File: config.mk
export PLATFORM = sky130hd
export DESIGN_NAME = face_frame_sequencer
export DESIGN_NICKNAME = d
export VERILOG_FILES = /design/src/rtl/face_frame_sequencer.sv
export SDC_FILE = /design/constraint.sdc
export NUM_CORES = 1
export LEC_CHECK = 0
export ABC_AREA = 1
export BUFFER_PORTS_ARGS = -buffer_cell sky130_fd_sc_hd__buf_2
export CORE_MARGIN = 1.5
export CORE_UTILIZATION = 59
export CTS_BUF_LIST = sky130_fd_sc_hd__clkbuf_16
export CTS_CLUSTER_DIAMETER = 40
export DETAILED_ROUTE_END_ITERATION = 12
export GPL_TIMING_DRIVEN = 0
export PLACE_DENSITY = 0.87
export SETUP_SLACK_MARGIN = 0.15
export SKIP_CTS_REPAIR_TIMING = 1
export SYNTH_ARGS = -nofsm -noshare
export SYNTH_HDL_FRONTEND = slang
export SYNTH_SLANG_ARGS = --single-unit
File: constraint.sdc
create_clock -name clk -period 7.5 [get_ports clk]
set_input_delay 1.5 -clock clk [delete_from_list [all_inputs] [get_ports clk]]
set_output_delay 1.5 -clock clk [all_outputs]
set_load 0.02 [all_outputs]
File: src/rtl/face_frame_sequencer.sv
// rtl/face_frame_sequencer.sv - frame-level controller streaming pixel RAM into the face reader
module face_frame_sequencer #(
    parameter int WIDTH       = 256,
    parameter int DEPTH       = 256,
    parameter int COLOR_DEPTH = 8,
    parameter int ADDR_W      = 16,
    parameter int TIMEOUT     = 200000,
    parameter int TO_W        = 18
) (
    input  logic                   clk,
    input  logic                   rst,
    input  logic                   start,
    input  logic                   continuous,
    output logic                   mem_rd_en,
    output logic [ADDR_W-1:0]      mem_addr,
    input  logic [COLOR_DEPTH-1:0] mem_R,
    input  logic [COLOR_DEPTH-1:0] mem_G,
    input  logic [COLOR_DEPTH-1:0] mem_B,
    output logic                   fr_enable,
    output logic [COLOR_DEPTH-1:0] fr_R,
    output logic [COLOR_DEPTH-1:0] fr_G,
    output logic [COLOR_DEPTH-1:0] fr_B,
    input  logic                   fr_finish,
    input  logic [7:0]             fr_cx,
    input  logic [7:0]             fr_cy,
    input  logic                   fr_cdone,
    output logic                   busy,
    output logic                   result_valid,
    output logic [7:0]             result_x,
    output logic [7:0]             result_y,
    output logic [15:0]            frame_count,
    output logic                   timeout_err
);

    localparam int N_PIXELS = WIDTH * DEPTH;
    // One extra bit so the look-ahead address can reach N without wrapping.
    localparam int CNT_W = ADDR_W + 1;
    localparam logic [CNT_W-1:0] LAST_PIX = CNT_W'(N_PIXELS - 1);
    localparam logic [CNT_W-1:0] N_PIX    = CNT_W'(N_PIXELS);
    localparam logic [TO_W-1:0]  TO_LAST  = TO_W'(TIMEOUT - 1);

    typedef enum logic [2:0] {
        S_IDLE,
        S_LAUNCH,
        S_STREAM,
        S_WAIT_FIN_HI,
        S_WAIT_FIN_LO,
        S_WAIT_CDONE,
        S_DONE
    } state_t;

    state_t           state;
    logic [CNT_W-1:0] pix_cnt;   // index of the pixel presented to the reader this cycle
    logic [TO_W-1:0]  wd_cnt;
    logic [CNT_W-1:0] pix_ahead;

    // RAM read data lags the strobe by one cycle, so the address runs two pixels ahead of pix_cnt.
    assign pix_ahead = pix_cnt + CNT_W'(2);

    // Pixel path to the reader is open only while streaming.
    assign fr_R = (state == S_STREAM) ? mem_R : '0;
    assign fr_G = (state == S_STREAM) ? mem_G : '0;
    assign fr_B = (state == S_STREAM) ? mem_B : '0;

    // Frame FSM with registered RAM strobe, launch pulse, result latch and watchdog.
    always_ff @(posedge clk or posedge rst) begin
        if (rst) begin
            state        <= S_IDLE;
            pix_cnt      <= '0;
            wd_cnt       <= '0;
            mem_rd_en    <= 1'b0;
            mem_addr     <= '0;
            fr_enable    <= 1'b0;
            busy         <= 1'b0;
            result_valid <= 1'b0;
            result_x     <= '0;
            result_y     <= '0;
            frame_count  <= '0;
            timeout_err  <= 1'b0;
        end else begin
            fr_enable    <= 1'b0;
            result_valid <= 1'b0;
            case (state)
                S_IDLE: begin
                    if (start) begin
                        state       <= S_LAUNCH;
                        fr_enable   <= 1'b1;
                        mem_rd_en   <= 1'b1;
                        mem_addr    <= '0;
                        busy        <= 1'b1;
                        timeout_err <= 1'b0;
                    end
                end
                S_LAUNCH: begin
                    state     <= S_STREAM;
                    pix_cnt   <= '0;
                    mem_rd_en <= (N_PIXELS > 1);
                    mem_addr  <= (N_PIXELS > 1) ? ADDR_W'(1) : '0;
                end
                S_STREAM: begin
                    if (pix_cnt == LAST_PIX) begin
                        state     <= S_WAIT_FIN_HI;
                        wd_cnt    <= '0;
                        mem_rd_en <= 1'b0;
                        mem_addr  <= '0;
                    end else begin
                        pix_cnt   <= pix_cnt + CNT_W'(1);
                        mem_rd_en <= (pix_ahead < N_PIX);
                        mem_addr  <= (pix_ahead < N_PIX) ? pix_ahead[ADDR_W-1:0] : '0;
                    end
                end
                S_WAIT_FIN_HI: begin
                    if (fr_finish) begin
                        state  <= S_WAIT_FIN_LO;
                        wd_cnt <= '0;
                    end else if (wd_cnt == TO_LAST) begin
                        state       <= S_IDLE;
                        busy        <= 1'b0;
                        timeout_err <= 1'b1;
                        wd_cnt      <= '0;
                    end else begin
                        wd_cnt <= wd_cnt + TO_W'(1);
                    end
                end
                S_WAIT_FIN_LO: begin
                    if (!fr_finish) begin
                        state  <= S_WAIT_CDONE;
                        wd_cnt <= '0;
                    end else if (wd_cnt == TO_LAST) begin
                        state       <= S_IDLE;
                        busy        <= 1'b0;
                        timeout_err <= 1'b1;
                        wd_cnt      <= '0;
                    end else begin
                        wd_cnt <= wd_cnt + TO_W'(1);
                    end
                end
                S_WAIT_CDONE: begin
                    if (fr_cdone) begin
                        state        <= S_DONE;
                        result_x     <= fr_cx;
                        result_y     <= fr_cy;
                        result_valid <= 1'b1;
                        frame_count  <= frame_count + 16'd1;
                        wd_cnt       <= '0;
                    end else if (wd_cnt == TO_LAST) begin
                        state       <= S_IDLE;
                        busy        <= 1'b0;
                        timeout_err <= 1'b1;
                        wd_cnt      <= '0;
                    end else begin
                        wd_cnt <= wd_cnt + TO_W'(1);
                    end
                end
                S_DONE: begin
                    if (continuous) begin
                        state     <= S_LAUNCH;
                        fr_enable <= 1'b1;
                        mem_rd_en <= 1'b1;
                        mem_addr  <= '0;
                    end else begin
                        state <= S_IDLE;
                        busy  <= 1'b0;
                    end
                end
                default: begin
                    state <= S_IDLE;
                    busy  <= 1'b0;
                end
            endcase
        end
    end

endmodule

==> flow_metrics.py, run 1 <==
metrics = {
    "status": {
        "outcome": "completed",
    },
    "floorplanning": {
        "die_area_sq_um": 9452,
        "die_h_microns": 97.22,
        "fp.coreArea_sq_um": 8678,
        "start_util_pct": 60.35,
        "io_pins": 123,
        "die_w_microns": 97.22,
        "row_count": 34,
    },
    "sta": {
        "setup_ws_ns": 4.091,
        "finalHoldViolations": 0,
        "worst_clock_skew_ns": 0.007613,
        "setup_tns_ns": 0,
        "fmax_ghz": 0.2933,
        "hold_slack_ns": 0.4750,
        "finalCriticalPeriod_ns": 3.409,
        "min_period_over_period_pct": 45.45,
        "worst_pin_slew_ns": 0.5184,
        "rsz0062_at_grt": "no",
        "finalSetupViolations": 0,
        "slew_headroom_pct": 65.44,
        "slew_viol_final": 0,
    },
    "setup_path": {
        "crit_fanout": 10,
        "startpoint_type": "register",
        "reg2reg_to": "wd_cnt[15]$_DFFE_PP0P_",
        "r2r_slack_ns": 4.81,
        "worstSetupPathType": "reg -> out",
        "required_ns": 6.00,
        "worst-endpoint-arrival_ns": 1.91,
        "end_kind": "output pin",
        "reg2reg_from": "pix_cnt[1]$_DFFE_PP0P_",
        "r2r_cells": 15,
    },
    "layout": {
        "regArea_sq_um": 2277,
        "multi_input_area_sq_um": 2480,
        "fillers": 647,
        "post-route-util_pct": 72.95,
        "nets": 909,
        "area_growth_pct": 20.88,
        "most-common-layout-cells": "nand2_1, buf_2, nor2_1, inv_1, dfrtp_1",
        "layout_commonest_cell": "nand2_1",
        "diodes": 0,
        "layout-drive-gt1-share_pct": 21.93,
    },
    "placement": {
        "port_buffers": 122,
        "hpwl_microns": 9700,
        "dp_slack_ns": 4.122,
        "gp_congestion": 0.9654,
    },
    "hold_path": {
        "min_to": "mem_addr[8]$_DFFE_PP0P_",
        "hold_class": "reg -> reg",
        "holdPathStages": 2,
        "min_from": "mem_addr[8]$_DFFE_PP0P_",
    },
    "clock_tree": {
        "clockBufferDepth": 2,
        "cts_tree": "done",
        "htree_levels": 3,
        "cts_buffers": 9,
        "clk_pin_slew_worst_paths_ns": 0.07,
        "clk_latency_ns": 0.35,
        "clkSinkCount": 91,
        "cts_root_buffer": "clkbuf_16",
    },
    "logic_synthesis": {
        "netlist_area_sq_um": 5238,
        "synth_xor_area_share_pct": 3.846,
        "synth_top_area_share_pct": 43.48,
        "synth_cells": 723,
        "yosysUniqueCellTypes": 34,
        "synth_top_family_by_area": "simple AND/OR/NAND/NOR gates",
        "synth_compound_area_share_pct": 4.658,
        "synth_nets": 775,
        "synth-warning-count": 0,
        "synth_edf_count": 0,
        "yosysTopAreaCell": "dfrtp_1",
        "yosys.area_share.simple_pct": 37.41,
        "async_reset_ff_share_pct": 100.0,
        "ys.flop_type": "dfrtp_1",
        "synth_mux_area_share_pct": 0,
        "synth_fa_ha_area_share_pct": 1.433,
        "synthTopCellsByArea": "dfrtp_1, nand2_1, nor2_1, inv_1, nand3_1",
        "yosys_register_bits": 91,
        "synth_area_per_cell_sq_um": 7.244,
        "ys_seq_area_share_pct": 43.48,
    },
    "flow_run": {
        "maxCapViolCount": 0,
    },
    "global_routing": {
        "grt_pass1_vias": 4872,
        "grt_pass1_wl_microns": 22330,
        "grtUsageMet2_pct": 48.52,
        "top_usage_layer": "met2",
        "grtUsageMet1_pct": 37.80,
        "antenna_found_initial": 0,
        "grtUsageMet3_pct": 5.324,
        "grt_use_total_pct": 28.56,
        "overflow": 0,
        "grt_max_degree": 53,
    },
    "routing": {
        "vias_per_cell": 5.308,
        "drt_wl_total_microns": 13310,
        "ant_nets": 0,
        "firstDrtPassIters": 5,
        "drt-initial-drc-count": 339,
        "dr_total_vias": 5149,
        "drc": 0,
        "wl_per_cell_microns": 13.72,
    },
    "power_and_ir_drop": {
        "p_leak_uw": 0.003550,
        "power_uw": 1926,
        "peakVddDrop_mv": 0.2678,
        "power_density_nw_per_um2": 304.2,
    },
}
-- cell usage after synthesis (3+ instances only) --
| cell type | instances |
|---|---|
| nand2_2 | 6 |
| xor2_1 | 20 |
| nand3_1 | 53 |
| nand3_2 | 11 |
| nand4_1 | 23 |
| buf_4 | 3 |
| dfrtp_1 | 91 |
| ha_1 | 6 |
| buf_2 | 9 |
| xnor2_1 | 3 |
| a21oi_1 | 10 |
| inv_1 | 94 |
| inv_2 | 7 |
| o21ai_0 | 24 |
| nor2_1 | 99 |
| nor2_2 | 6 |
| nand2_1 | 215 |
| a31oi_1 | 3 |
| o21ai_1 | 4 |
| nor3_1 | 15 |
-- report_power, final --
group	switching [uW]	leakage, uW	internal [uW]	total, uW
Sequential	73.9	0.00121	586	660
Combinational	555	0.00219	230	784
Clock	214	0.000156	268	482
Total	842	0.00355	1080	1930
-- flip-flops by register name, indices dropped and copies added, names as in the netlist --
name / cells
frame_count: 16
mem_rd_en: 1
result_y: 8
fr_enable: 1
result_x: 8
result_valid: 1
wd_cnt: 18
state: 3
pix_cnt: 17
mem_addr: 16
timeout_err: 1
busy: 1
-- layout make-up --
class,instances,area share [%]
inverter,102,6.087
sequential,91,35.97
timing repair buffer,123,10.08
multi-input combinational,513,39.17
clock buffer,9,3.557
buffer,17,1.542
clock inverter,7,1.462
tap,108,2.134
-- logic make-up (layout without fill, tap and decap cells) --
family          after synthesis  in the layout
buf+inv                     119            258
flops                        91             91
compound gates               46             46
fa+ha+maj                     6              6
xor+xnor                     23             23
simple gates                438            438
-- worst max-delay path, stage by stage (launching register included) --
cell and delay (ns):
dfrtp_1 0.51, inv_2 0.11, nand2_1 0.09, buf_2 0.24, buf_1 0.35, nor2_1 0.08
buf_2 0.17
-- worst max-delay path by stage --
| stage | slack, ns | startpoint | to | depth (start not counted) |
|---|---|---|---|---|
| 2_1_floorplan | 3.64 | rst | busy$_DFFE_PP0P_ | 1 |
| 3_3_place_gp | 2.62 | rst | wd_cnt[16]$_DFFE_PP0P_ | 2 |
| 3_5_place_dp | 4.12 | mem_R[1] | fr_R[1] | 4 |
| 4_1_cts | 4.10 | state[2]$_DFFE_PP0P_ | fr_B[4] | 6 |
| 5_1_grt | 3.96 | state[2]$_DFFE_PP0P_ | fr_R[4] | 6 |
| 6_report | 4.09 | state[2]$_DFFE_PP0P_ | fr_B[4] | 6 |
-- stage by stage --
step / instance area [sq um] / instances
finish: 6331 / 970
global route: 6331 / 970
CTS: 6331 / 970
detailed placement: 6013 / 954
global placement: 5983 / 953
floorplan: 5238 / 723
-- metal layers --
layer,part of all wire (%),wire length (microns),vias to the layer above
met1,43,5677,2399
met2,50,6621,177
met4,1.7,221,0
met3,5.9,785,25
li1,-,-,2548
met5,0,0,-
No activity file was read; power rests on OpenSTA's default activity.
==> inputs of run 2 (changes only) <==
--- a/config.mk
+++ b/config.mk
@@ -8,12 +8,12 @@
 export ABC_AREA = 1
 export BUFFER_PORTS_ARGS = -buffer_cell sky130_fd_sc_hd__buf_2
 export CORE_MARGIN = 1.5
-export CORE_UTILIZATION = 59
+export CORE_UTILIZATION = 49
 export CTS_BUF_LIST = sky130_fd_sc_hd__clkbuf_16
 export CTS_CLUSTER_DIAMETER = 40
 export DETAILED_ROUTE_END_ITERATION = 12
 export GPL_TIMING_DRIVEN = 0
-export PLACE_DENSITY = 0.87
+export PLACE_DENSITY = 0.78
 export SETUP_SLACK_MARGIN = 0.15
 export SKIP_CTS_REPAIR_TIMING = 1
 export SYNTH_ARGS = -nofsm -noshare
==> constraint.sdc (replaced) <==
create_clock -name clk -period 2.75 [get_ports clk]
set_input_delay 0.55 -clock clk [delete_from_list [all_inputs] [get_ports clk]]
set_output_delay 0.55 -clock clk [all_outputs]
set_load 0.02 [all_outputs]
==> run 2 against run 1 <==
Effect of this change: wire length down 6.1%; first-iteration DRC count down 9.7%; highest routed layer unchanged; die area up 20%; hold slack worse by 0.25 ns; clock-buffer cell count unchanged; combinational power rose to 2.7 times the previous value; sequential cell count unchanged; sequential share of layout area down 0.27 points; power rose to 2.7 times the previous value; cell count up 2.9%.
==> flow_metrics.py, run 2 (same netlist as run 1, synthesis figures left out) <==
metrics = {
    "sta": {
        "min_period_over_period_pct": 89.11,
        "slew_headroom_pct": 66.60,
        "finalHoldViolations": 0,
        "finalCriticalPeriod_ns": 2.451,
        "setup_tns_ns": 0,
        "fmax_ghz": 0.4081,
        "worst_pin_slew_ns": 0.5000,
        "worst_clock_skew_ns": 0.006765,
        "slew_viol_final": 0,
        "rsz0062_at_grt": "yes",
        "finalSetupViolations": 0,
    },
    "power_and_ir_drop": {
        "power_uw": 5135,
        "peakVddDrop_mv": 0.5350,
        "p_leak_uw": 0.003546,
        "power_density_nw_per_um2": 805.0,
    },
    "setup_path": {
        "critPathMostFrequentCell": "nand2_1",
        "path_cells": "ha_4 > inv_1 > nor2_4 > nand2_1 > nor2_1 > ha_1 > inv_1 > nand3_2 > nand2_1 > buf_4 > nand2_2 > inv_2 > nand2_1 > nand2_1 > nand2_1 > nor2_1",
        "startpoint_type": "register",
        "end_kind": "register",
        "reg2reg_to": "pix_cnt[7]$_DFFE_PP0P_",
        "critPathMaxStageDelay_ns": 0.45,
        "cp-startpoint": "pix_cnt[0]$_DFFE_PP0P_",
        "cp-endpoint": "pix_cnt[7]$_DFFE_PP0P_",
        "r2r_cells": 16,
        "worstSetupPathType": "reg -> reg",
        "cpMaxStageDelayCell": "dfrtp_1",
        "required_ns": 3.03,
        "worst-endpoint-arrival_ns": 2.73,
        "crit_fanout": 10,
        "r2r_slack_ns": 0.30,
        "reg2reg_from": "pix_cnt[0]$_DFFE_PP0P_",
    },
    "layout": {
        "area_growth_pct": 21.79,
        "reg_top3": "wd_cnt (18), pix_cnt (17)",
        "layout-drive-gt1-share_pct": 22.51,
        "layout.cell_area.non_filler_sq_um": 6379,
        "fin_cells": 998,
        "most-common-layout-cells": "nand2_1, buf_2, nor2_1, inv_1, dfrtp_1",
        "layout_commonest_cell": "nand2_1",
        "nets": 910,
        "post-route-util_pct": 61.51,
        "top_register": "wd_cnt",
        "largest_reg_flops": 18,
        "diodes": 0,
    },
    "floorplanning": {
        "row_count": 37,
        "start_util_pct": 50.51,
        "die_h_microns": 106.4,
        "die_area_sq_um": 11320,
        "io_pins": 123,
        "fp.coreArea_sq_um": 10370,
        "die_w_microns": 106.4,
    },
    "placement": {
        "placed_cells_incl_taps": 983,
        "hpwl_microns": 9382,
        "post_dp_cell_area_sq_um": 6062,
        "port_buffers": 122,
        "gp_congestion": 0.8855,
    },
    "clock_tree": {
        "cts_buffers": 9,
        "clk_latency_ns": 0.35,
        "clkSinkCount": 91,
        "cts_tree": "done",
        "cts_root_buffer": "clkbuf_16",
        "clk_pin_slew_worst_paths_ns": 0.07,
        "htree_levels": 3,
        "clockBufferDepth": 2,
    },
    "routing": {
        "wl_per_cell_microns": 12.52,
        "drt_wl_total_microns": 12500,
        "drt-initial-drc-count": 306,
        "ant_nets": 0,
        "drc": 0,
        "dr_total_vias": 4926,
        "firstDrtPassIters": 5,
        "vias_per_cell": 4.936,
    },
    "flow_run": {
        "maxCapViolCount": 0,
    },
    "global_routing": {
        "grt_use_total_pct": 23.56,
        "antenna_found_initial": 0,
        "grt_pass1_vias": 4577,
        "grt_max_degree": 41,
        "grt_pass1_wl_microns": 21450,
        "overflow": 0,
    },
    "hold_path": {
        "hold_class": "in -> async",
    },
    "status": {
        "outcome": "completed",
    },
}
==> run 2: cell types whose count changed in the layout (fill, tap and decap cells not counted), sizes merged <==
cell	before	now
clkbuf	11	14
clkinv	3	2
clkinvlp	0	2
inv	105	103
buf	138	136
==> run 2: final cells by class <==
type                       count  area, sq um
timing repair buffer         124        650.6
fill                         968         3991
buffer                        17        102.6
clock buffer                   9        225.2
clock inverter                 6        58.81
multi-input combinational    513         2507
sequential                    91         2277
inverter                     102        386.6
tap                          136        170.2
==> run 2: how the worst min path moves through the flow <==
| stage | start | endpoint | cells past startpoint |
|---|---|---|---|
| 4_1_cts | rst | mem_addr[3]$_DFFE_PP0P_ | 2 |
| 3_3_place_gp | busy$_DFFE_PP0P_ | busy$_DFFE_PP0P_ | 2 |
| 6_report | rst | mem_addr[3]$_DFFE_PP0P_ | 2 |
| 2_1_floorplan | wd_cnt[17]$_DFFE_PP0P_ | wd_cnt[17]$_DFFE_PP0P_ | 2 |
| 5_1_grt | rst | mem_addr[2]$_DFFE_PP0P_ | 2 |
| 3_5_place_dp | mem_addr[10]$_DFFE_PP0P_ | mem_addr[10]$_DFFE_PP0P_ | 2 |
==> run 2: per-stage QoR <==
stage | hold slack [ns] | setup slack, ns
floorplan | 0.4860 | 0.6363
global route | 0.2740 | 0.1454
finish | 0.2293 | 0.2994
detailed placement | 0.4599 | 0.1745
CTS | 0.2453 | 0.1417
global placement | 0.4574 | 0.1472
==> run 2: report_power, final <==
part           switching (uW)  internal (uW)
clock                     517            694
sequential                205           1600
combinational            1480            644
total                    2200           2940
==> run 2: critical path, delay by kind of cell (launching register included) <==
family | cells | cell delay, ns
and+or+nand+nor | 10 | 0.96
buffers and inverters | 4 | 0.57
DFF | 1 | 0.45
adders and majority gates | 2 | 0.39
==> run 2: per-layer routing <==
metal  share of wire (%)  global-route usage, %
met5                   0                      0
met4                0.99                  4.633
met3                 5.4                  5.641
met2                  48                  38.39
met1                  46                  32.11
==> inputs of run 3 (changes only) <==
--- a/config.mk
+++ b/config.mk
@@ -7,7 +7,7 @@
 export LEC_CHECK = 0
 export ABC_AREA = 1
 export BUFFER_PORTS_ARGS = -buffer_cell sky130_fd_sc_hd__buf_2
-export CORE_MARGIN = 1.5
+export CORE_MARGIN = 5
 export CORE_UTILIZATION = 49
 export CTS_BUF_LIST = sky130_fd_sc_hd__clkbuf_16
 export CTS_CLUSTER_DIAMETER = 40
==> run 3 against run 2 <==
Effect of this change: setup slack gained 0.023 ns; global-route usage shrank 2.8 points; cell count grew 0.40%; design area grew 0.75%; wire length grew 5.0%; combinational power grew 2%; utilization grew 0.46 points; largest power group unchanged; sequential power is essentially flat.
==> flow_metrics.py, run 3 (same netlist as run 1, synthesis figures left out) <==
metrics = {
    "status": {
        "outcome": "completed",
    },
    "setup_path": {
        "worstSetupPathType": "reg -> out",
        "required_ns": 2.20,
        "end_kind": "output pin",
        "crit_fanout": 10,
        "startpoint_type": "register",
        "worst-endpoint-arrival_ns": 1.88,
    },
    "sta": {
        "rsz0062_at_grt": "yes",
        "worst_pin_slew_ns": 0.5675,
        "setup_ws_ns": 0.3222,
        "finalHoldViolations": 0,
        "slew_viol_final": 0,
        "slew_headroom_pct": 62.09,
        "finalSetupViolations": 0,
        "worst_clock_skew_ns": 0.005897,
        "min_period_over_period_pct": 88.28,
        "setup_tns_ns": 0,
        "fmax_ghz": 0.4119,
        "finalCriticalPeriod_ns": 2.428,
    },
    "power_and_ir_drop": {
        "p_leak_uw": 0.003567,
        "combinationalPowerShare_pct": 41.2,
        "power.internal_uw": 3053,
        "power_uw": 5271,
        "clkPwrFrac_pct": 24.8,
        "peakVddDrop_mv": 0.5760,
        "p_sw_share_pct": 42.07,
        "p_seq_share_pct": 34.0,
        "p_switching_uw": 2217,
        "power_density_nw_per_um2": 820.2,
    },
    "global_routing": {
        "overflow": 0,
        "grt_pass1_wl_microns": 22190,
        "grt_pass1_vias": 4772,
        "grt_max_degree": 43,
        "antenna_found_initial": 0,
        "grt_use_total_pct": 20.80,
    },
    "routing": {
        "dr_total_vias": 4961,
        "route.met2.wl_microns": 6438,
        "wl_met3_microns": 725,
        "drt_wl_total_microns": 13120,
        "firstDrtPassIters": 4,
        "ant_nets": 0,
        "wl_met1_microns": 5799,
        "vias_per_cell": 4.951,
        "drc": 0,
        "top_layer_used": "met4",
        "wl_per_cell_microns": 13.09,
        "drt-initial-drc-count": 343,
    },
    "floorplanning": {
        "start_util_pct": 50.51,
        "die_w_microns": 113.4,
        "fp.coreArea_sq_um": 10370,
        "die_area_sq_um": 12860,
        "row_count": 37,
        "die_h_microns": 113.4,
        "io_pins": 123,
    },
    "clock_tree": {
        "clkSinkCount": 91,
        "clk_pin_slew_worst_paths_ns": 0.07,
        "cts_tree": "done",
        "htree_levels": 3,
        "clockBufferDepth": 2,
        "clk_latency_ns": 0.34,
        "cts_buffers": 9,
        "cts_root_buffer": "clkbuf_16",
    },
    "placement": {
        "hpwl_microns": 9942,
        "gp_congestion": 0.8932,
        "placed_cells_incl_taps": 983,
        "port_buffers": 122,
        "dp_slack_ns": 0.1146,
    },
    "layout": {
        "regArea_sq_um": 2277,
        "fillers": 973,
        "layout_commonest_cell": "nand2_1",
        "multi_input_area_sq_um": 2500,
        "largest_reg_flops": 18,
        "diodes": 0,
        "most-common-layout-cells": "nand2_1, buf_2, nor2_1, inv_1, dfrtp_1",
        "area_growth_pct": 22.69,
        "post-route-util_pct": 61.97,
        "fin_cells": 1002,
        "layout-drive-gt1-share_pct": 22.86,
        "reg_top3": "wd_cnt (18), pix_cnt (17)",
        "top_register": "wd_cnt",
        "nets": 913,
    },
    "flow_run": {
        "maxCapViolCount": 0,
    },
    "hold_path": {
        "hold_class": "in -> async",
    },
}
[run 3: cell types whose count changed in the layout (fill, tap and decap cells not counted), sizes merged]
cell    previous run  this run
buf              136       140
bufinv             1         2
clkbuf            14        13
inv              103       102
clkinv             2         3
[run 3: power groups by stage]
| stage | registers [uW] | clock network [uW] | logic (uW) |
|---|---|---|---|
| after floorplan | 2050 | 0 | 1170 |
| after global placement | 1810 | 0 | 2080 |
| after detailed placement | 1810 | 0 | 2120 |
| after CTS | 1790 | 1330 | 2140 |
| after global routing | 1820 | 1390 | 2400 |
| final | 1790 | 1310 | 2170 |
[run 3: worst paths after layout]
| check | to | slack, ns | depth (start not counted) | startpoint |
|---|---|---|---|---|
| setup / recovery | fr_R[5] | 0.32 | 6 | state[2]$_DFFE_PP0P_ |
| hold / removal | frame_count[9]$_DFFE_PP0P_ | 0.27 | 2 | rst |
| setup reg to reg | pix_cnt[7]$_DFFE_PP0P_ | 0.34 | 15 | pix_cnt[1]$_DFFE_PP0P_ |
| hold reg to reg | busy$_DFFE_PP0P_ | 0.48 | 2 | busy$_DFFE_PP0P_ |
| max in group asynchronous | wd_cnt[7]$_DFFE_PP0P_ | 1.90 | 3 | rst |
| min in group clk | result_x[5]$_DFFE_PP0P_ | 0.40 | 3 | fr_cx[5] |
[run 3: through the flow]
step / instance area [sq um] / hold slack [ns]
after global routing: 6426 / 0.3120
after floorplan: 5241 / 0.4860
after global placement: 6022 / 0.4510
after CTS: 6380 / 0.2819
after detailed placement: 6062 / 0.4609
final: 6426 / 0.2673
[run 3: cell type report]
| type | instances | share of cell area (%) |
|---|---|---|
| repair buffers | 127 | 10.48 |
| clock inverters | 7 | 1.441 |
| clock buffers | 9 | 3.505 |
| inverters | 102 | 6.016 |
| flip-flops and latches | 91 | 35.44 |
| plain buffers | 17 | 1.577 |
| well taps | 136 | 2.648 |
| multi-input cells | 513 | 38.90 |
[run 3: worst max-delay path: stages, from the launching register on]
cell	delay (ns)
dfrtp_1	0.50
inv_2	0.11
nand2_1	0.10
buf_2	0.24
buf_1	0.34
nor2_1	0.07
buf_2	0.17
[run 3: per-layer routing]
metal | GRT usage (%) | vias up
met4 | 4.808 | 0
met2 | 34.79 | 135
met5 | 0 | -
met3 | 3.979 | 14
met1 | 28.17 | 2266
li1 | - | 2546
